[config.mk]
export PLATFORM = sky130hd
export DESIGN_NAME = dmem_responder
export DESIGN_NICKNAME = d
export VERILOG_FILES = /design/src/rtl/dmem_responder.sv
export SDC_FILE = /design/constraint.sdc
export NUM_CORES = 2
export LEC_CHECK = 0
export CORE_UTILIZATION = 57
export CTS_CLUSTER_SIZE = 40
export DETAILED_ROUTE_END_ITERATION = 10
export PLACE_DENSITY = 0.88
export SLEW_MARGIN = 5
export SYNTH_ARGS = -nofsm -noshare
export SYNTH_HDL_FRONTEND = slang
export SYNTH_SLANG_ARGS = --single-unit
[constraint.sdc]
create_clock -name clk -period 2.83 [get_ports clk]
set_input_delay 0.566 -clock clk [delete_from_list [all_inputs] [get_ports clk]]
set_output_delay 0.566 -clock clk [all_outputs]
set_load 0.005 [all_outputs]
[src/rtl/dmem_responder.sv]
// Single-outstanding data-memory responder for the MEM stage: accepts one load/store,
// waits LATENCY cycles, then presents the result until the requester consumes it.
module dmem_responder #(
   parameter int unsigned LATENCY = 2,
   parameter int unsigned AW      = 6
) (
   input  logic        clk,
   input  logic        rst_n,
   input  logic        req_valid,
   input  logic        req_write,
   input  logic [31:0] req_addr,
   input  logic [31:0] req_wdata,
   output logic        req_ready,
   output logic        resp_valid,
   input  logic        resp_ready,
   output logic [31:0] resp_rdata,
   output logic        resp_err
);

   localparam int unsigned DEPTH = 2 ** AW;
   localparam logic [3:0]  CNT_INIT = (LATENCY == 0) ? 4'd0 : 4'(LATENCY - 1);

   typedef enum logic [1:0] {
      S_IDLE,
      S_WAIT,
      S_RESP
   } state_t;

   state_t         state_q, state_d;
   logic [3:0]     cnt_q, cnt_d;
   logic           write_q, write_d;
   logic [AW+1:0]  addr_q, addr_d;
   logic [31:0]    wdata_q, wdata_d;
   logic [31:0]    rdata_q, rdata_d;
   logic           err_q, err_d;
   logic [31:0]    mem_q [DEPTH];

   logic           form_result;
   logic           mem_we;
   logic           sel_write;
   logic [AW+1:0]  sel_addr;
   logic [31:0]    sel_wdata;
   logic [AW-1:0]  sel_idx;
   logic           unused_addr_bits;

   // Address bits above the memory window are deliberately ignored (modulo wrap).
   assign unused_addr_bits = ^req_addr[31:AW+2];

   // With LATENCY=0 the result is formed on the accepting edge, straight from the inputs.
   assign sel_write = (state_q == S_IDLE) ? req_write           : write_q;
   assign sel_addr  = (state_q == S_IDLE) ? req_addr[AW+1:0]    : addr_q;
   assign sel_wdata = (state_q == S_IDLE) ? req_wdata           : wdata_q;
   assign sel_idx   = sel_addr[AW+1:2];

   always_comb begin
      state_d     = state_q;
      cnt_d       = cnt_q;
      write_d     = write_q;
      addr_d      = addr_q;
      wdata_d     = wdata_q;
      form_result = 1'b0;
      unique case (state_q)
         S_IDLE: begin
            if (req_valid) begin
               write_d = req_write;
               addr_d  = req_addr[AW+1:0];
               wdata_d = req_wdata;
               if (LATENCY == 0) begin
                  state_d     = S_RESP;
                  form_result = 1'b1;
               end else begin
                  state_d = S_WAIT;
                  cnt_d   = CNT_INIT;
               end
            end
         end
         S_WAIT: begin
            if (cnt_q == 4'd0) begin
               state_d     = S_RESP;
               form_result = 1'b1;
            end else begin
               cnt_d = cnt_q - 4'd1;
            end
         end
         S_RESP: begin
            if (resp_ready) begin
               state_d = S_IDLE;
            end
         end
         default: state_d = S_IDLE;
      endcase
   end

   always_comb begin
      rdata_d = rdata_q;
      err_d   = err_q;
      mem_we  = 1'b0;
      if (form_result) begin
         if (sel_addr[1:0] != 2'b00) begin
            rdata_d = 32'd0;
            err_d   = 1'b1;
         end else if (sel_write) begin
            rdata_d = 32'd0;
            err_d   = 1'b0;
            mem_we  = 1'b1;
         end else begin
            rdata_d = mem_q[sel_idx];
            err_d   = 1'b0;
         end
      end
   end

   always_ff @(posedge clk or negedge rst_n) begin
      if (!rst_n) begin
         state_q <= S_IDLE;
         cnt_q   <= 4'd0;
         write_q <= 1'b0;
         addr_q  <= '0;
         wdata_q <= 32'd0;
         rdata_q <= 32'd0;
         err_q   <= 1'b0;
      end else begin
         state_q <= state_d;
         cnt_q   <= cnt_d;
         write_q <= write_d;
         addr_q  <= addr_d;
         wdata_q <= wdata_d;
         rdata_q <= rdata_d;
         err_q   <= err_d;
      end
   end

   // Reset must clear every word, so the array lives in flops rather than block RAM.
   always_ff @(posedge clk or negedge rst_n) begin
      if (!rst_n) begin
         for (int i = 0; i < DEPTH; i++) begin
            mem_q[i] <= 32'd0;
         end
      end else if (mem_we) begin
         mem_q[sel_idx] <= sel_wdata;
      end
   end

   assign req_ready  = (state_q == S_IDLE);
   assign resp_valid = (state_q == S_RESP);
   assign resp_rdata = rdata_q;
   assign resp_err   = err_q;

endmodule

==> impl_metrics.json, run 1 <==
{
  "synth_area_leaders": "dfrtp_1 60%, a21oi_1 13%, nor2_1 9.8%",
  "synth_cells": 9426,
  "synth_most_common_cell": "a21oi_1",
  "initial_utilization": 0.574,
  "synth-seq-cells": 2128,
  "grt_remaining_overflow": 3,
  "synth_edf_count": 0,
  "numCtsBuffers": 204,
  "tool.error": "[ERROR GRT-0232] Routing congestion too high. Check the congestion heatmap in the GUI.",
  "port_buffers": 79,
  "synthFlopType": "dfrtp_1",
  "ys_seq_area_frac": 0.602,
  "ys_warn_count": 0,
  "placed_area_um2": 101000,
  "grt_util_all_layers": 0.736,
  "clk_path_buf_depth": 3,
  "dp_hpwl_um": 237000,
  "syn_avg_cell_area_um2": 9.38,
  "syn_nets": 9497,
  "cts-root-buf": "clkbuf_16",
  "ys_top_cells_by_count": "2318 x a21oi_1, 2309 x nor2_1, 2128 x dfrtp_1, 758 x o22ai_1, 528 x clkbuf_1",
  "place_congestion": 1.03,
  "die_x_um": 396,
  "io_pins": 104,
  "chipHeight_um": 396,
  "outcome": "stopped before the end",
  "grt_max_degree": 103,
  "synth_async_sr_flop_share": 1.00,
  "synth.top_cell.area_share": 0.602,
  "synth_top_area_cell": "dfrtp_1",
  "num_rows": 144,
  "haltStage": "global routing",
  "ys_types": 61,
  "syn_area_um2": 88400,
  "htree_levels": 4,
  "cts.sinks": 2128
}
-- layer usage --
metal,track usage,overflow
met1,0.706,1
met2,0.844,0
met3,0.696,0
met4,0.676,2
met5,0.551,0
-- cells by family after synthesis --
logic type	Yosys count	share of synthesized area
flops	2128	0.602
compound gates	3316	0.206
mux	102	0.0122
xor+xnor	2	0.000198
simple gates	2995	0.138
buf+inv	881	0.0413
fa+ha+maj	2	0.000283
-- through the flow --
step                      setup slack, ns  cells  utilization
after floorplan                   -0.0547   9426            -
after global placement              -1.12  11635        0.657
after detailed placement            -1.06  11635        0.657
after CTS                          -0.123  12271        0.741
-- what timing repair did --
action / CTS
gates resized for setup: 425
buffers inserted: 210
endpoints found under the hold margin: 25
setup endpoints to repair: 1174
hold buffers: 1
gates cloned: 60
pin swaps: 144
==> run 2, diff against run 1 <==
- CORE_UTILIZATION: 57 -> 40
- CTS_CLUSTER_SIZE: 40 -> unset
- PLACE_DENSITY: 0.88 -> unset
- PLACE_DENSITY_LB_ADDON: unset -> 0.15
- clock period: 2.83 -> 3.68 ns (I/O delays scaled with it)
==> impl_metrics.json, run 2 <==
{
  "outcome": "complete, no violations",
  "ys_seq_area_frac": 0.602,
  "fin_crit_ns": 3.67,
  "synth_cells": 9426,
  "htree_levels": 4,
  "final_common_cell": "a21oi_1",
  "syn_area_um2": 88400,
  "num_rows": 172,
  "core_area_um2": 220000,
  "crit_path_max_incr_delay_ns": 0.60,
  "end_kind": "flip-flop",
  "drt_pass1_iterations": 7,
  "ys_top_cells_by_count": "2318 x a21oi_1, 2309 x nor2_1, 2128 x dfrtp_1, 758 x o22ai_1, 528 x clkbuf_1",
  "relSlewSlack": 0.289,
  "clk_path_buf_depth": 3,
  "largest-register": "mem_q",
  "pwr_density_cell_nw_per_um2": 840,
  "cp_common_cell": "buf_4",
  "initial_utilization": 0.402,
  "final_cell_mix": "2318 x a21oi_1, 2308 x nor2_1, 2127 x dfrtp_1, 758 x o22ai_1, 542 x buf_4",
  "die_x_um": 472,
  "syn_nets": 9497,
  "synth_edf_count": 0,
  "syn_avg_cell_area_um2": 9.38,
  "grt_util_all_layers": 0.350,
  "grt_remaining_overflow": 0,
  "port_buffers": 79,
  "antenna_found_initial": 13,
  "dieArea_um2": 223000,
  "num_vias": 77731,
  "dp_hpwl_um": 252000,
  "hold_slack_ns": 0.386,
  "critPathTopFamily": "buffers and inverters",
  "clkTransAtPathRegs_ns": 0.06,
  "wl_um": 393000,
  "synth.top_cell.area_share": 0.602,
  "cp.arrival_ns": 4.51,
  "finalMaxSlewViolations": 0,
  "final.setup.tns_ns": 0,
  "synth_top_area_cell": "dfrtp_1",
  "cap_violations": 0,
  "ys_types": 61,
  "hold_violations": 0,
  "criticalPathCategory": "flip-flop to flip-flop",
  "numCtsBuffers": 225,
  "postRouteAntennaNets": 0,
  "crit_slowest_cell": "nor4_1",
  "cts-root-buf": "clkbuf_16",
  "synth-seq-cells": 2128,
  "ys_warn_count": 0,
  "drc": 0,
  "synth_async_sr_flop_share": 1.00,
  "cts_tree": "built",
  "start_kind": "flip-flop",
  "nets": 9809,
  "rsz0062_at_grt": "no",
  "drt_iter0_markers": 9964,
  "hp-class": "primary input to asynchronous set/reset pin",
  "synthFlopType": "dfrtp_1",
  "wl_per_cell_um": 30.5,
  "syn_to_final_growth_pct": 23.3,
  "crit_required_ns": 4.52,
  "chipHeight_um": 472,
  "grt_max_degree": 150,
  "post-route-period-util": 0.996,
  "crit_fanout": 13,
  "p_leak_uw": 0.0513,
  "largest_register_ffs": 2048,
  "fin_skew_ns": 0.0419,
  "grt_pass1_vias": 74202,
  "synth_area_leaders": "dfrtp_1 60%, a21oi_1 13%, nor2_1 9.8%",
  "drive_gt1_frac": 0.147,
  "io_pins": 104,
  "avgViaCountPerCell": 6.03,
  "clock.fmax_mhz": 273,
  "cp_cell_sequence": "buf_4 -> o21ba_2 -> a22oi_2 -> buf_12 -> buf_12 -> buf_4 -> o22ai_1 -> buf_4 -> nor4_1 -> nor2_1 -> nor4_1 -> buf_4 -> a22o_1",
  "grt_pass1_wl_um": 557000,
  "insertion_delay_ns": 0.92,
  "cts.sinks": 2128,
  "tightest_slew_ns": 1.07,
  "max-vdd-ir-drop_mv": 0.566,
  "synth_most_common_cell": "a21oi_1",
  "finalSetupViolCount": 0,
  "place_congestion": 0.903,
  "cp_num_buf_inv": 6
}
## run 2: layout make-up
type	count	area, um2
antenna	6	15.0
inverter	4	20.0
clock inverter	79	1000
tap	2958	3700
sequential	2128	53300
fill	20019	111000
timing repair buffer	962	11700
clock buffer	344	6750
multi-input combinational	6417	32500
## run 2: report_power, final
part | switching, uW | internal (uW)
clock network | 10100 | 13800
registers | 1780 | 26000
logic | 25500 | 14400
total | 37400 | 54200
## run 2: per-stage QoR
stage	power (uW)	cells	setup WS (ns)	cell area (um2)	utilization
detailed placement	66700	12467	-0.716	101000	0.460
floorplan	45300	9426	0.585	88400	-
CTS	90600	12892	0.0502	109000	0.496
finish	91600	12898	0.0140	109000	0.496
global placement	66400	12466	-0.631	101000	0.460
global route	94200	12893	0.0174	109000	0.496
## run 2: worst paths after layout
check	startpoint	depth (start not counted)	to	slack, ns
setup / recovery	state_q[1]	13	resp_rdata[15]	0.01
hold / removal	rst_n	2	wdata_q[1]	0.39
setup reg to reg	state_q[1]	13	resp_rdata[15]	0.01
hold reg to reg	cnt_q[0]	1	cnt_q[0]	0.52
max in group asynchronous	rst_n	4	mem_q[1330]	1.91
min in group clk	resp_ready	2	state_q[1]	0.42
## run 2: routing by layer
metal	track usage	up-vias	wire (um)	share of wire
li1	-	33625	-	-
met1	0.470	38867	158000	0.40
met2	0.531	4190	174000	0.44
met3	0.0728	1033	37000	0.094
met4	0.187	16	24100	0.061
met5	0	-	111	0.00028
## run 2: logic make-up after synthesis
| group | after synthesis | synth area share |
|---|---|---|
| fa+ha+maj | 2 | 0.000283 |
| mux | 102 | 0.0122 |
| flops | 2128 | 0.602 |
| xor+xnor | 2 | 0.000198 |
| simple gates | 2995 | 0.138 |
| compound gates | 3316 | 0.206 |
| buf+inv | 881 | 0.0413 |
## run 2: what timing repair did
action / CTS / global route
buffers inserted: 0 / 0
endpoints found under the hold margin: 19 / 0
resized for setup: 5 / 7
hold buffers: 1 / 0
pin swaps: 0 / 0
cloned: 1 / 0
setup endpoints to repair: 2 / 5
(Power assumes the default switching activity.)
